## config.mk

```make
export PLATFORM = sky130hd
export DESIGN_NAME = matmul_ctrl_flat
export DESIGN_NICKNAME = d
export VERILOG_FILES = /design/src/rtl/matmul_ctrl_if.sv /design/src/rtl/matmul_ctrl.sv /design/src/flat_wrapper.sv
export SDC_FILE = /design/constraint.sdc
export NUM_CORES = 1
export LEC_CHECK = 0
export ABC_AREA = 1
export ABC_CLOCK_PERIOD_IN_PS = 11700
export CAP_MARGIN = 20
export CORE_AREA = 2 2 281 283
export DETAILED_ROUTE_END_ITERATION = 7
export DIE_AREA = 0 0 283 285
export DONT_BUFFER_PORTS = 1
export GPL_TIMING_DRIVEN = 0
export PLACE_DENSITY_LB_ADDON = 0.12
export SLEW_MARGIN = 20
export SYNTH_ARGS = -nofsm -noshare
export SYNTH_HDL_FRONTEND = slang
export SYNTH_SLANG_ARGS = --single-unit
```

## constraint.sdc

```tcl
create_clock -name pclk -period 11.7 [get_ports pclk]
set_input_delay 2.34 -clock pclk [delete_from_list [all_inputs] [get_ports pclk]]
set_output_delay 2.34 -clock pclk [all_outputs]
set_load 0.1 [all_outputs]
```

## src/rtl/matmul_ctrl_if.sv

```systemverilog
// -----------------------------------------------------------------------------
// matmul_ctrl_if -- word-wide memory port of the matrix-multiply controller.
//
// Handshake: the master raises mem_req_o together with mem_we_o, mem_addr_o
// and (for writes) mem_wdata_o, and keeps all four unchanged until the slave
// answers with mem_gnt_i=1. The transfer completes in the grant cycle; for a
// read, mem_rdata_i is valid in that same cycle. A new request may follow
// immediately in the next cycle.
//
// Signals:
//   mem_req_o   master->slave  request
//   mem_we_o    master->slave  1=write, 0=read
//   mem_addr_o  master->slave  16-bit word address
//   mem_wdata_o master->slave  16-bit write data
//   mem_gnt_i   slave->master  grant, completes the current request
//   mem_rdata_i slave->master  16-bit read data, valid with the grant
// -----------------------------------------------------------------------------
interface matmul_ctrl_if;
  logic        mem_req_o;
  logic        mem_we_o;
  logic [15:0] mem_addr_o;
  logic [15:0] mem_wdata_o;
  logic        mem_gnt_i;
  logic [15:0] mem_rdata_i;

  modport master (
    output mem_req_o, mem_we_o, mem_addr_o, mem_wdata_o,
    input  mem_gnt_i, mem_rdata_i
  );

  modport slave (
    input  mem_req_o, mem_we_o, mem_addr_o, mem_wdata_o,
    output mem_gnt_i, mem_rdata_i
  );
endinterface

```

## src/rtl/matmul_ctrl.sv

```systemverilog
// -----------------------------------------------------------------------------
// matmul_ctrl -- sequential C = A x B controller over a single memory port.
//
// For every output element C[i][j] it reads A[i][k] and B[k][j] for
// k = 0..N-1, accumulates the signed products, then writes the result.
// Matrices are row-major at word base addresses; all addressing wraps mod 2^16.
//
// Optional feature: define MATMUL_SAT_EN to saturate written results to the
// signed 16-bit range; otherwise results are truncated to acc[15:0].
//
// Ports:
//   pclk, preset_n      clock, synchronous active-low reset
//   matrix_*_addr_i     base word addresses of A, B, C (captured at start)
//   m_i, n_i, p_i       A is MxN, B is NxP, C is MxP (captured at start)
//   start_i             level start flag; a 0->1 edge in IDLE starts a run
//   end_o               one-cycle completion pulse
//   busy_o              high in every state except IDLE
//   state_o             current FSM state (debug visibility)
//   mem                 memory request port (matmul_ctrl_if.master)
// -----------------------------------------------------------------------------
module matmul_ctrl #(
  parameter int ACC_W = 32
) (
  input  logic                 pclk,
  input  logic                 preset_n,
  input  logic [15:0]          matrix_a_addr_i,
  input  logic [15:0]          matrix_b_addr_i,
  input  logic [15:0]          matrix_c_addr_i,
  input  logic [15:0]          m_i,
  input  logic [15:0]          n_i,
  input  logic [15:0]          p_i,
  input  logic                 start_i,
  output logic                 end_o,
  output logic                 busy_o,
  output logic [2:0]           state_o,
  matmul_ctrl_if.master        mem
);

  typedef enum logic [2:0] {
    S_IDLE = 3'd0,
    S_RD_A = 3'd1,
    S_RD_B = 3'd2,
    S_WR   = 3'd3,
    S_DONE = 3'd4
  } state_t;

  state_t state_q, state_d;

  logic               start_prev_q, start_prev_d;
  logic               armed_q, armed_d;
  logic [15:0]        m_q, m_d, n_q, n_d, p_q, p_d;
  logic [15:0]        b_base_q, b_base_d;
  logic [15:0]        a_row_q, a_row_d;    // A + i*N
  logic [15:0]        a_addr_q, a_addr_d;  // A + i*N + k
  logic [15:0]        b_col_q, b_col_d;    // B + j
  logic [15:0]        b_addr_q, b_addr_d;  // B + k*P + j
  logic [15:0]        c_addr_q, c_addr_d;  // C + i*P + j
  logic [15:0]        i_q, i_d, j_q, j_d, k_q, k_d;
  logic [15:0]        a_op_q, a_op_d;
  logic signed [ACC_W-1:0] acc_q, acc_d;

  logic               start_edge;
  logic               zero_dim;
  logic               last_i, last_j, last_k;
  logic signed [31:0] prod;
  logic signed [ACC_W-1:0] prod_ext;
  logic [15:0]        wr_data;

  // armed_q is cleared by reset and only set once start_i has been seen low,
  // so a start flag still held high across a reset cannot start a new run.
  assign start_edge = (state_q == S_IDLE) && start_i && !start_prev_q && armed_q;
  assign zero_dim   = (m_i == 16'd0) || (n_i == 16'd0) || (p_i == 16'd0);

  assign last_i = (i_q == m_q - 16'd1);
  assign last_j = (j_q == p_q - 16'd1);
  assign last_k = (k_q == n_q - 16'd1);

  assign prod     = 32'($signed(a_op_q)) * 32'($signed(mem.mem_rdata_i));
  assign prod_ext = ACC_W'(prod);

`ifdef MATMUL_SAT_EN
  logic sat_pos, sat_neg;
  // Bits above bit 15 must all equal the sign bit for the value to fit.
  assign sat_pos = !acc_q[ACC_W-1] && (|acc_q[ACC_W-2:15]);
  assign sat_neg =  acc_q[ACC_W-1] && !(&acc_q[ACC_W-2:15]);
  assign wr_data = sat_pos ? 16'h7FFF : (sat_neg ? 16'h8000 : acc_q[15:0]);
`else
  assign wr_data = acc_q[15:0];
`endif

  // State register and datapath registers
  always_ff @(posedge pclk) begin
    if (!preset_n) begin
      state_q      <= S_IDLE;
      start_prev_q <= 1'b0;
      armed_q      <= 1'b0;
      m_q          <= '0;
      n_q          <= '0;
      p_q          <= '0;
      b_base_q     <= '0;
      a_row_q      <= '0;
      a_addr_q     <= '0;
      b_col_q      <= '0;
      b_addr_q     <= '0;
      c_addr_q     <= '0;
      i_q          <= '0;
      j_q          <= '0;
      k_q          <= '0;
      a_op_q       <= '0;
      acc_q        <= '0;
    end else begin
      state_q      <= state_d;
      start_prev_q <= start_prev_d;
      armed_q      <= armed_d;
      m_q          <= m_d;
      n_q          <= n_d;
      p_q          <= p_d;
      b_base_q     <= b_base_d;
      a_row_q      <= a_row_d;
      a_addr_q     <= a_addr_d;
      b_col_q      <= b_col_d;
      b_addr_q     <= b_addr_d;
      c_addr_q     <= c_addr_d;
      i_q          <= i_d;
      j_q          <= j_d;
      k_q          <= k_d;
      a_op_q       <= a_op_d;
      acc_q        <= acc_d;
    end
  end

  // Next-state logic
  always_comb begin
    state_d = state_q;
    case (state_q)
      S_IDLE: if (start_edge) state_d = zero_dim ? S_DONE : S_RD_A;
      S_RD_A: if (mem.mem_gnt_i) state_d = S_RD_B;
      S_RD_B: if (mem.mem_gnt_i) state_d = last_k ? S_WR : S_RD_A;
      S_WR:   if (mem.mem_gnt_i) state_d = (last_i && last_j) ? S_DONE : S_RD_A;
      S_DONE: state_d = S_IDLE;
      default: state_d = S_IDLE;
    endcase
  end

  // Datapath: counters and address pointers advance only on grants, so every
  // memory state holds its request unchanged while it waits.
  always_comb begin
    start_prev_d = start_i;
    armed_d      = armed_q | ~start_i;
    m_d          = m_q;
    n_d          = n_q;
    p_d          = p_q;
    b_base_d     = b_base_q;
    a_row_d      = a_row_q;
    a_addr_d     = a_addr_q;
    b_col_d      = b_col_q;
    b_addr_d     = b_addr_q;
    c_addr_d     = c_addr_q;
    i_d          = i_q;
    j_d          = j_q;
    k_d          = k_q;
    a_op_d       = a_op_q;
    acc_d        = acc_q;
    case (state_q)
      S_IDLE: begin
        if (start_edge) begin
          m_d      = m_i;
          n_d      = n_i;
          p_d      = p_i;
          b_base_d = matrix_b_addr_i;
          a_row_d  = matrix_a_addr_i;
          a_addr_d = matrix_a_addr_i;
          b_col_d  = matrix_b_addr_i;
          b_addr_d = matrix_b_addr_i;
          c_addr_d = matrix_c_addr_i;
          i_d      = '0;
          j_d      = '0;
          k_d      = '0;
          acc_d    = '0;
        end
      end
      S_RD_A: begin
        if (mem.mem_gnt_i) a_op_d = mem.mem_rdata_i;
      end
      S_RD_B: begin
        if (mem.mem_gnt_i) begin
          acc_d    = acc_q + prod_ext;
          k_d      = k_q + 16'd1;
          a_addr_d = a_addr_q + 16'd1;
          b_addr_d = b_addr_q + p_q;
        end
      end
      S_WR: begin
        if (mem.mem_gnt_i) begin
          acc_d    = '0;
          k_d      = '0;
          // C is walked linearly: the next element is always one word on.
          c_addr_d = c_addr_q + 16'd1;
          if (last_j) begin
            j_d      = '0;
            i_d      = i_q + 16'd1;
            a_row_d  = a_row_q + n_q;
            a_addr_d = a_row_q + n_q;
            b_col_d  = b_base_q;
            b_addr_d = b_base_q;
          end else begin
            j_d      = j_q + 16'd1;
            a_addr_d = a_row_q;
            b_col_d  = b_col_q + 16'd1;
            b_addr_d = b_col_q + 16'd1;
          end
        end
      end
      default: ;
    endcase
  end

  // Outputs, decoded from the current state only
  always_comb begin
    mem.mem_req_o   = 1'b0;
    mem.mem_we_o    = 1'b0;
    mem.mem_addr_o  = '0;
    mem.mem_wdata_o = '0;
    case (state_q)
      S_RD_A: begin
        mem.mem_req_o  = 1'b1;
        mem.mem_addr_o = a_addr_q;
      end
      S_RD_B: begin
        mem.mem_req_o  = 1'b1;
        mem.mem_addr_o = b_addr_q;
      end
      S_WR: begin
        mem.mem_req_o   = 1'b1;
        mem.mem_we_o    = 1'b1;
        mem.mem_addr_o  = c_addr_q;
        mem.mem_wdata_o = wr_data;
      end
      default: ;
    endcase
  end

  assign end_o   = (state_q == S_DONE);
  assign busy_o  = (state_q != S_IDLE);
  assign state_o = state_q;

endmodule

```

## src/flat_wrapper.sv

```systemverilog
// flat-port wrapper written by rule: the top's interface ports become plain ports
module matmul_ctrl_flat 
#(
  parameter int ACC_W = 32
)
  (pclk, preset_n, matrix_a_addr_i, matrix_b_addr_i, matrix_c_addr_i, m_i, n_i, p_i, start_i, end_o, busy_o, state_o, mem_mem_req_o, mem_mem_we_o, mem_mem_addr_o, mem_mem_wdata_o, mem_mem_gnt_i, mem_mem_rdata_i);
  matmul_ctrl_if mem_i ();
  input  logic pclk;
  input  logic preset_n;
  input  logic [15:0] matrix_a_addr_i;
  input  logic [15:0] matrix_b_addr_i;
  input  logic [15:0] matrix_c_addr_i;
  input  logic [15:0] m_i;
  input  logic [15:0] n_i;
  input  logic [15:0] p_i;
  input  logic start_i;
  output logic end_o;
  output logic busy_o;
  output logic [2:0] state_o;
  output wire logic [$bits(mem_i.mem_req_o)-1:0] mem_mem_req_o;
  output wire logic [$bits(mem_i.mem_we_o)-1:0] mem_mem_we_o;
  output wire logic [$bits(mem_i.mem_addr_o)-1:0] mem_mem_addr_o;
  output wire logic [$bits(mem_i.mem_wdata_o)-1:0] mem_mem_wdata_o;
  input wire logic [$bits(mem_i.mem_gnt_i)-1:0] mem_mem_gnt_i;
  input wire logic [$bits(mem_i.mem_rdata_i)-1:0] mem_mem_rdata_i;
  assign mem_mem_req_o = mem_i.mem_req_o;
  assign mem_mem_we_o = mem_i.mem_we_o;
  assign mem_mem_addr_o = mem_i.mem_addr_o;
  assign mem_mem_wdata_o = mem_i.mem_wdata_o;
  assign mem_i.mem_gnt_i = mem_mem_gnt_i;
  assign mem_i.mem_rdata_i = mem_mem_rdata_i;
  matmul_ctrl #(.ACC_W(ACC_W)) u_core (.pclk(pclk), .preset_n(preset_n), .matrix_a_addr_i(matrix_a_addr_i), .matrix_b_addr_i(matrix_b_addr_i), .matrix_c_addr_i(matrix_c_addr_i), .m_i(m_i), .n_i(n_i), .p_i(p_i), .start_i(start_i), .end_o(end_o), .busy_o(busy_o), .state_o(state_o), .mem(mem_i));
endmodule
```

# == Word level (Yosys, flattened, before mapping) ==
# Index checks and enable logic that the tools add are counted.
# totals
input_bits,116
elab_cells,106
output_inout_bits,39
reg_bits,245
# op_classes
bitwise_logic,2
addsub,12
reduce_logical,21
mux,41
eq_ne,12
n_mul,1
# ops
operator,n
2-to-1 mux 16 bit,18
one-hot mux 16 bit (3 select lines),4
one-hot mux 16 bit (2 select lines),5
adder 16 x 1 -> 16 bit (second input constant),6
2-to-1 mux 32 bit,3
one-hot mux 32 bit (3 select lines),1
equality test 16 bit,3
zero test 16 bit,3
subtractor 16 x 1 -> 16 bit (second input constant),3
adder 16 bit,2
adder 32 bit,1
multiplier 16 x 16 -> 32 bit,1
2-to-1 mux 3 bit,6
one-hot mux 3 bit (4 select lines),1
AND reduction 4 bit,3
equality test 3 x 2 -> 1 bit (second input constant),2
inequality test 2 bit (second input constant),3
nonzero test 3 bit,2
logical AND 1 bit,4
inequality test 2 x 1 -> 1 bit (second input constant),2
AND reduction 2 bit,2
equality test 3 x 1 -> 1 bit (second input constant),1
equality test 3 bit (second input constant),1
zero test 3 bit,1
other kinds (9),11

# == Logic depth before layout (Yosys ltp) ==
# Gate-level depths: netlist of the first run.
# depth
ltp_word,6
depth_mapped,31

# == Least setup slack after synthesis of the first run ==
# OpenSTA, ideal clock, no wires.
# synth_timing
path_type,input to register
from,input mem_mem_rdata_i[1]
to,register u_core.acc_q[14]
t_arrival_ns,7.210
stages,25
setup_ns,0.070
n_path_buf,2
slack_ns,4.419
cell_sequence,clkbuf_1 clkbuf_1 nand2_1 inv_1 fa_1 inv_1 fa_1 fa_1 fa_1 inv_1 fa_1 inv_1 fa_1 inv_1 ha_1 a21oi_1 o21a_1 nand3_1 nand2_1 inv_1 o21ai_0 nand2_1 a21oi_1 o21ai_0 a21oi_1
# synth_between
elab_chain_len,4
# synth_rtl
item,line_no,source
start: declaration,flat_wrapper.sv:25,input wire logic [$bits(mem_i.mem_rdata_i)-1:0] mem_mem_rdata_i;
multiplier 16 x 16 -> 32 bit,matmul_ctrl.sv:78,assign prod = 32'($signed(a_op_q)) * 32'($signed(mem.mem_rdata_i));
adder 32 bit,matmul_ctrl.sv:187,acc_d = acc_q + prod_ext;
2-to-1 mux 32 bit,matmul_ctrl.sv:186,if (mem.mem_gnt_i) begin
one-hot mux 32 bit (3 select lines),matmul_ctrl.sv:164,case (state_q)
end signal: assignment,matmul_ctrl.sv:110,acc_q <= '0;
end signal: assignment,matmul_ctrl.sv:128,acc_q <= acc_d;
end: declaration,matmul_ctrl.sv:60,"logic signed [ACC_W-1:0] acc_q, acc_d;"
# Every way passes these cells. The select of a mux whose other input is x is not followed.
# A chain may end at the register's enable or synchronous reset.

# == Final worst setup path of the first run ==
# Ends and elaborated chain as after synthesis.

==> results.cfg, run 1 <==
[sta]
rsz0062_at_grt = false
finalMaxSlewViolations = 0
setup_viol = 0
relSlewSlack_pct = 20.4
hold_violations = 0
holdWs_ns = 0.457
fin_skew_ns = 0.0536
fin_crit_ns = 7.70
tns_ns = 0
tightest_slew_ns = 1.19
fmax_mhz = 130
fin_crit_sh_pct = 65.8

[logic_synthesis]
avgSynthCellArea_um2 = 6.60
ys_seq_area_share_pct = 23.8
synthCells = 2918
synth_edf_count = 0
synth_largest_area_cell = dfxtp_1
syn_nets = 3234
ys_seq_elements = 229
synth_ff_type = dfxtp_1
netlist_area_mm2 = 0.0193
ys_warn_count = 0
async_flop_share_pct = 0
netlist_top_cells_area = dfxtp_1 24%, nand2_1 12%, fa_1 9.9%
synth_cell_type_count = 54
synth_top_area_share_pct = 23.8

[cts]
cts_sinks = 229
numCtsBuffers = 30
clockBufferDepth = 3
cts_setup_buffers = 0
post_cts_resized = 0
ctsRootBufferMaster = clkbuf_16
cts_tree = yes
hold_buffers = 0
cts.clk_slew.worst_paths_ns = 0.07
cts_max_level = 1
clock_latency_ns = 0.62

[run]
max_cap_viol_count = 0

[die]
die_area_mm2 = 0.0807
dieHeight_um = 285
fp.dieW_um = 283
start_util_pct = 24.7
core_area_mm2 = 0.0780
pin_count = 155
rows = 103

[setup_path]
r2r_setup_slack_ns = 5.48
critPathCaptureType = flip-flop
rr_endpoint = u_core.acc_q[14]
critical_path_arrival_ns = 8.18
startpoint_type = input pin
critical_path_class = input pin to flip-flop
worstRegToRegCells = 26
r2r_start = u_core.a_op_q[0]
required_ns = 12.18
cp_max_fo = 10

[grt]
grt_usage_pct = 19.7
grt_max_degree = 16
grt-busiest-layer = met2
use_met1_pct = 25.4
grtUsageMet3_pct = 4.75
grt_pass1_vias = 18889
use_met2_pct = 33.2
grt-ovfl-total = 0
antenna_found_initial = 8
grt_pass1_wl_um = 121000

[finish]
area_growth_pct = 13.8
mostFrequentLayoutCells = 627 x nand2_1, 484 x inv_1, 285 x nor2_1
multi_input_area_mm2 = 0.0125
layout_commonest_cell = nand2_1
fillers = 8784
antennaDiodeCount = 0
layout-drive-gt1-share_pct = 4.56
regArea_mm2 = 0.00459
fin_nets = 3272

[hold_path]
hold_end = u_core.armed_q
holdCritPathClass = flip-flop to flip-flop
hold_depth = 2
min_from = u_core.armed_q

[place]
place_congestion = 0.893
portBuffers = 0
hpwl_um = 66000

[routing]
drc = 0
first_pass_iters = 6
ant_nets = 0
drt-initial-drc-count = 1298
vias = 19016
wire_per_inst_um = 20.2
drt_wl_total_um = 81300
viasPerCell = 4.72

[power_and_ir_drop]
ir_worst_vdd_mv = 0.131
power_density_mw_per_mm2 = 152
p_leak_uw = 0.0101

[status]
outcome = complete, no violations
report_power, final:
part           switching (uW)  internal, uW  leakage, uW
Clock                     392           565     0.000493
Sequential                136           871      0.00187
Combinational             931           432      0.00779
Total                    1460          1870       0.0101
cell type report:
class                           count  share of cell area (%)
Clock inverter                      9                   0.497
Inverter                          495                    8.48
Timing Repair Buffer                6                   0.662
Buffer                            122                    2.27
Tap cell                         1050                    6.00
Multi-Input combinational cell   2072                    57.1
Sequential cell                   229                    20.9
Clock buffer                       47                    4.08
metal layers:
| layer | wire (um) | vias up |
|---|---|---|
| met1 | 36300 | 9031 |
| met3 | 5490 | 94 |
| li1 | - | 9399 |
| met2 | 37600 | 478 |
| met5 | 86 | - |
| met4 | 1790 | 14 |
per-stage QoR:
| step | instances | power (uW) | area [um^2] | setup WS, ns | utilization (%) |
|---|---|---|---|---|---|
| finish | 4030 | 3330 | 21900 | 4.00 | 28.1 |
| global route | 4030 | 3570 | 21900 | 3.56 | 28.1 |
| CTS | 4030 | 3360 | 21900 | 4.02 | 28.1 |
| detailed placement | 3974 | 2380 | 20900 | 3.37 | 26.8 |
| global placement | 3968 | 2360 | 20600 | 3.41 | 26.4 |
| floorplan | 2918 | 1930 | 19300 | 4.42 | - |
critical path: stages:
cell	delay, ns
clkbuf_1	0.46
clkbuf_1	0.47
nand2_1	0.10
inv_1	0.09
fa_1	0.41
inv_1	0.08
fa_1	0.43
fa_1	0.49
fa_1	0.50
inv_1	0.06
fa_1	0.58
inv_1	0.07
fa_1	0.54
inv_1	0.05
ha_1	0.33
nand2_1	0.10
nor3_1	0.21
nand3_1	0.10
nand3_1	0.13
nand2_1	0.06
inv_1	0.10
o21ai_0	0.09
nand2_1	0.09
a21oi_1	0.06
o21ai_0	0.14
a21oi_1	0.09
kinds of logic after synthesis:
| group | Yosys count | synth area share (%) |
|---|---|---|
| flip-flops | 229 | 23.8 |
| AND/OR/NAND/NOR | 1209 | 26.5 |
| buffers and inverters | 617 | 12.2 |
| adder cells (fa/ha/maj) | 200 | 16.7 |
| AO/OA/AOI/OAI | 553 | 15.5 |
| XOR/XNOR | 110 | 5.22 |
registers in the layout (all words and copies together), names as in the netlist, 3 cells and up:
signal / cells
u_core.a_addr_q: 16
u_core.a_op_q: 16
u_core.a_row_q: 16
u_core.acc_q: 16
u_core.b_addr_q: 16
u_core.b_base_q: 16
u_core.b_col_q: 16
u_core.c_addr_q: 16
u_core.i_q: 16
u_core.j_q: 16
u_core.k_q: 16
u_core.m_q: 16
u_core.n_q: 16
u_core.p_q: 16
u_core.state_o: 3
how the worst max path moves through the flow:
stage                            start                to  slack [ns]  cells past startpoint
floorplan           mem_mem_rdata_i[1]  u_core.acc_q[14]        4.42                     25
global placement    mem_mem_rdata_i[1]  u_core.acc_q[14]        3.41                     26
detailed placement  mem_mem_rdata_i[1]  u_core.acc_q[14]        3.37                     26
CTS                 mem_mem_rdata_i[1]  u_core.acc_q[14]        4.02                     26
global route        mem_mem_rdata_i[1]  u_core.acc_q[14]        3.56                     26
finish              mem_mem_rdata_i[1]  u_core.acc_q[14]        4.00                     26
cell usage after synthesis (4+ instances only):
cell and n:
fa_1 95, o221ai_1 7, nand3_1 136, inv_1 484
a211oi_1 9, o21ai_0 225, o21bai_1 5, o211ai_1 7
buf_1 9, nand2_1 627, nand4_1 38, xnor2_1 30
nand3b_1 19, buf_2 7, nor4_1 21, o21a_1 4
clkbuf_1 101, a221oi_1 9, nor3_1 31, a21oi_1 248
dfxtp_1 229, ha_1 105, nor2_1 301, clkinv_1 4
a31oi_1 15, or2_2 10, a221o_1 4, nand2_2 6
nor2_2 6, inv_2 7, xor2_1 77
Note: power is estimated with default switching activity, not from simulation.
==> run 2: changes to the inputs <==
--- a/config.mk
+++ b/config.mk
@@ -5,12 +5,12 @@
 export SDC_FILE = /design/constraint.sdc
 export NUM_CORES = 1
 export LEC_CHECK = 0
-export ABC_AREA = 1
-export ABC_CLOCK_PERIOD_IN_PS = 11700
+export ABC_AREA = 0
+export ABC_CLOCK_PERIOD_IN_PS = 7450
 export CAP_MARGIN = 20
-export CORE_AREA = 2 2 281 283
+export CORE_AREA = 2 2 277 279
 export DETAILED_ROUTE_END_ITERATION = 7
-export DIE_AREA = 0 0 283 285
+export DIE_AREA = 0 0 279 281
 export DONT_BUFFER_PORTS = 1
 export GPL_TIMING_DRIVEN = 0
 export PLACE_DENSITY_LB_ADDON = 0.12
==> constraint.sdc (replaced) <==
create_clock -name pclk -period 7.45 [get_ports pclk]
set_input_delay 1.49 -clock pclk [delete_from_list [all_inputs] [get_ports pclk]]
set_output_delay 1.49 -clock pclk [all_outputs]
set_load 0.1 [all_outputs]
==> run 2 against run 1 <==
Net effect: wire length down 4.5%; via count is 9.0% lower; critical endpoint is now u_core.acc_q[15]; first-iteration DRC count rose by 7.6%; core utilization about the same; synthesized area shrank 2.6%; largest power group is now clock; count of clock-buffer cells in the layout increased by 3; non-clock buffer count rose by 10; critical path depth down 7; final area down 3.4%; worst setup slack got worse by 3.0 ns; clock skew shrank 0.027 ns.
==> results.cfg, run 2 <==
[finish]
fillers = 8170
mostFrequentLayoutCells = 330 x nand2_1, 228 x dfxtp_1, 209 x inv_1
area_growth_pct = 12.8
layout-drive-gt1-share_pct = 4.42
layout_commonest_cell = nand2_1
fin_nets = 2737

[grt]
grt_pass1_wl_um = 113000
grt-ovfl-total = 0
grt_max_degree = 11
grt_usage_pct = 19.5
antenna_found_initial = 10
grt_pass1_vias = 16939

[logic_synthesis]
synth_largest_area_cell = dfxtp_1
netlist_top_cells_area = dfxtp_1 24%, fa_1 10%, ha_1 7.0%
netlist_area_mm2 = 0.0188
synth_edf_count = 0
yosysMostFrequentCell = nand2_1
synth_cell_type_count = 72
synth_top_area_share_pct = 24.4
avgSynthCellArea_um2 = 7.87
ys_warn_count = 0
synthCells = 2384
ys_seq_elements = 229
syn_nets = 2700
synth_ff_type = dfxtp_1
synth_common_cells = 330 x nand2_1, 229 x dfxtp_1, 209 x inv_1
async_flop_share_pct = 0
ys_seq_area_share_pct = 24.4

[cts]
cts_max_level = 2
cts_setup_buffers = 0
numCtsBuffers = 34
cts.clk_slew.worst_paths_ns = 0.05
hold_buffers = 0
clockBufferDepth = 3
post_cts_resized = 0
ctsRootBufferMaster = clkbuf_16
clock_latency_ns = 0.55
cts_sinks = 229
cts_tree = yes

[sta]
worst_slack_ns = 0.968
relSlewSlack_pct = 22.4
tns_ns = 0
hold_violations = 0
tightest_slew_ns = 1.16
fin_skew_ns = 0.0268
fmax_mhz = 154
setup_viol = 0
holdWs_ns = 0.462
fin_crit_ns = 6.48
rsz0062_at_grt = false
fin_crit_sh_pct = 87.0
finalMaxSlewViolations = 0

[hold_path]
holdCritPathClass = flip-flop to flip-flop

[routing]
drt_wl_total_um = 77600
first_pass_iters = 8
ant_nets = 0
drt-initial-drc-count = 1397
wire_per_inst_um = 22.7
vias = 17301
drc = 0
viasPerCell = 5.05

[power_and_ir_drop]
p_comb_share_pct = 18.7
clkPwrFrac_pct = 44.4
switchingPower_uw = 1180
p_int_uw = 2530
switching_share_pct = 31.7
power_density_mw_per_mm2 = 175
p_leak_uw = 0.00848
ir_worst_vdd_mv = 0.122
seq_power_share_pct = 36.8

[die]
fp.dieW_um = 279
rows = 101
start_util_pct = 24.9
pin_count = 155
die_area_mm2 = 0.0784
dieHeight_um = 281
core_area_mm2 = 0.0754

[setup_path]
crit_slowest_cell = clkbuf_1
cp_max_fo = 10
critical_path_arrival_ns = 6.94
startpoint_type = input pin
max_stage_delay_ns = 0.53
required_ns = 7.91
critical_path_class = input pin to flip-flop
critPathCaptureType = flip-flop
worstPathCellList = clkbuf_1 -> nand2_1 -> fa_1 -> inv_1 -> fa_1 -> inv_1 -> fa_1 -> fa_1 -> fa_1 -> fa_1 -> xor2_1 -> xnor2_1 -> xnor2_1 -> xnor2_1 -> xnor2_1 -> xnor2_1 -> xnor2_1 -> nand3_1 -> a21boi_0

[place]
place_ws_ns = 0.425
portBuffers = 0
place_congestion = 0.907
hpwl_um = 61700

[run]
max_cap_viol_count = 0

[status]
outcome = complete, no violations
## run 2: cell types whose count changed in the layout (fill, tap and decap cells not counted), sizes merged, moves of 21 or more
cell	previous run	this run
nand3	138	55
mux2	0	21
o21ai	227	117
clkbuf	148	175
nor2b	0	22
and3	1	37
nand2	635	330
and2	0	106
a22oi	2	28
a21boi	2	98
xnor2	30	114
nor2	311	148
inv	491	209
a21oi	249	113
## run 2: cells by family after synthesis
family,after synthesis,synth area share (%)
buf+inv,346,6.94
flops,229,24.4
xor+xnor,190,8.95
fa+ha+maj,200,17.1
compound gates,504,17.6
mux,40,2.27
simple gates,875,22.6
## run 2: path summary, 6_finish.rpt
path	to	slack [ns]	depth (start not counted)	from
min	u_core.b_base_q[5]	0.46	2	u_core.b_base_q[5]
max reg2reg	u_core.acc_q[15]	1.53	19	u_core.a_op_q[5]
min reg2reg	u_core.b_base_q[5]	0.46	2	u_core.b_base_q[5]
max	u_core.acc_q[15]	0.97	19	mem_mem_rdata_i[7]
## run 2: per-stage QoR
step | cell area [um^2] | cells | util [%] | power (uW)
after CTS | 21200 | 3421 | 28.0 | 3750
final | 21200 | 3426 | 28.1 | 3710
after global routing | 21200 | 3422 | 28.0 | 3880
after detailed placement | 20000 | 3363 | 26.6 | 2080
after floorplan | 18800 | 2384 | - | 1840
after global placement | 20000 | 3362 | 26.5 | 2070
## run 2: worst max-delay path, delay by kind of cell
kind / cells / cell delay, ns
AO/OA/AOI/OAI: 1 / 0.19
AND/OR/NAND/NOR: 2 / 0.25
adder cells (fa/ha/maj): 6 / 2.98
buffers and inverters: 3 / 0.63
XOR/XNOR: 7 / 1.39
## run 2: final cells by class
cell class / count / area (um^2) / share of cell area, %
clock buffers: 50 / 1010 / 4.79
multi-input cells: 1809 / 12900 / 61.0
repair buffers: 1 / 15.0 / 0.0709
flip-flops and latches: 229 / 4590 / 21.7
inverters: 209 / 785 / 3.71
plain buffers: 137 / 518 / 2.45
well taps: 978 / 1220 / 5.78
clock inverters: 8 / 95.1 / 0.449
diodes: 5 / 12.5 / 0.0591
## run 2: power by group through the flow
stage / Sequential (uW) / Combinational [uW] / Clock [uW]
global route: 1370 / 770 / 1730
finish: 1370 / 695 / 1650
global placement: 1390 / 684 / 0
detailed placement: 1390 / 693 / 0
CTS: 1360 / 697 / 1690
floorplan: 1350 / 493 / 0
## run 2: routing by layer
metal  wire (um)  part of all wire [%]  global-route usage [%]
met2       34500                    44                    30.9
met3        5200                   6.7                    3.80
met5          57                 0.073                       0
met4        2110                   2.7                    5.69
met1       35800                    46                    26.7
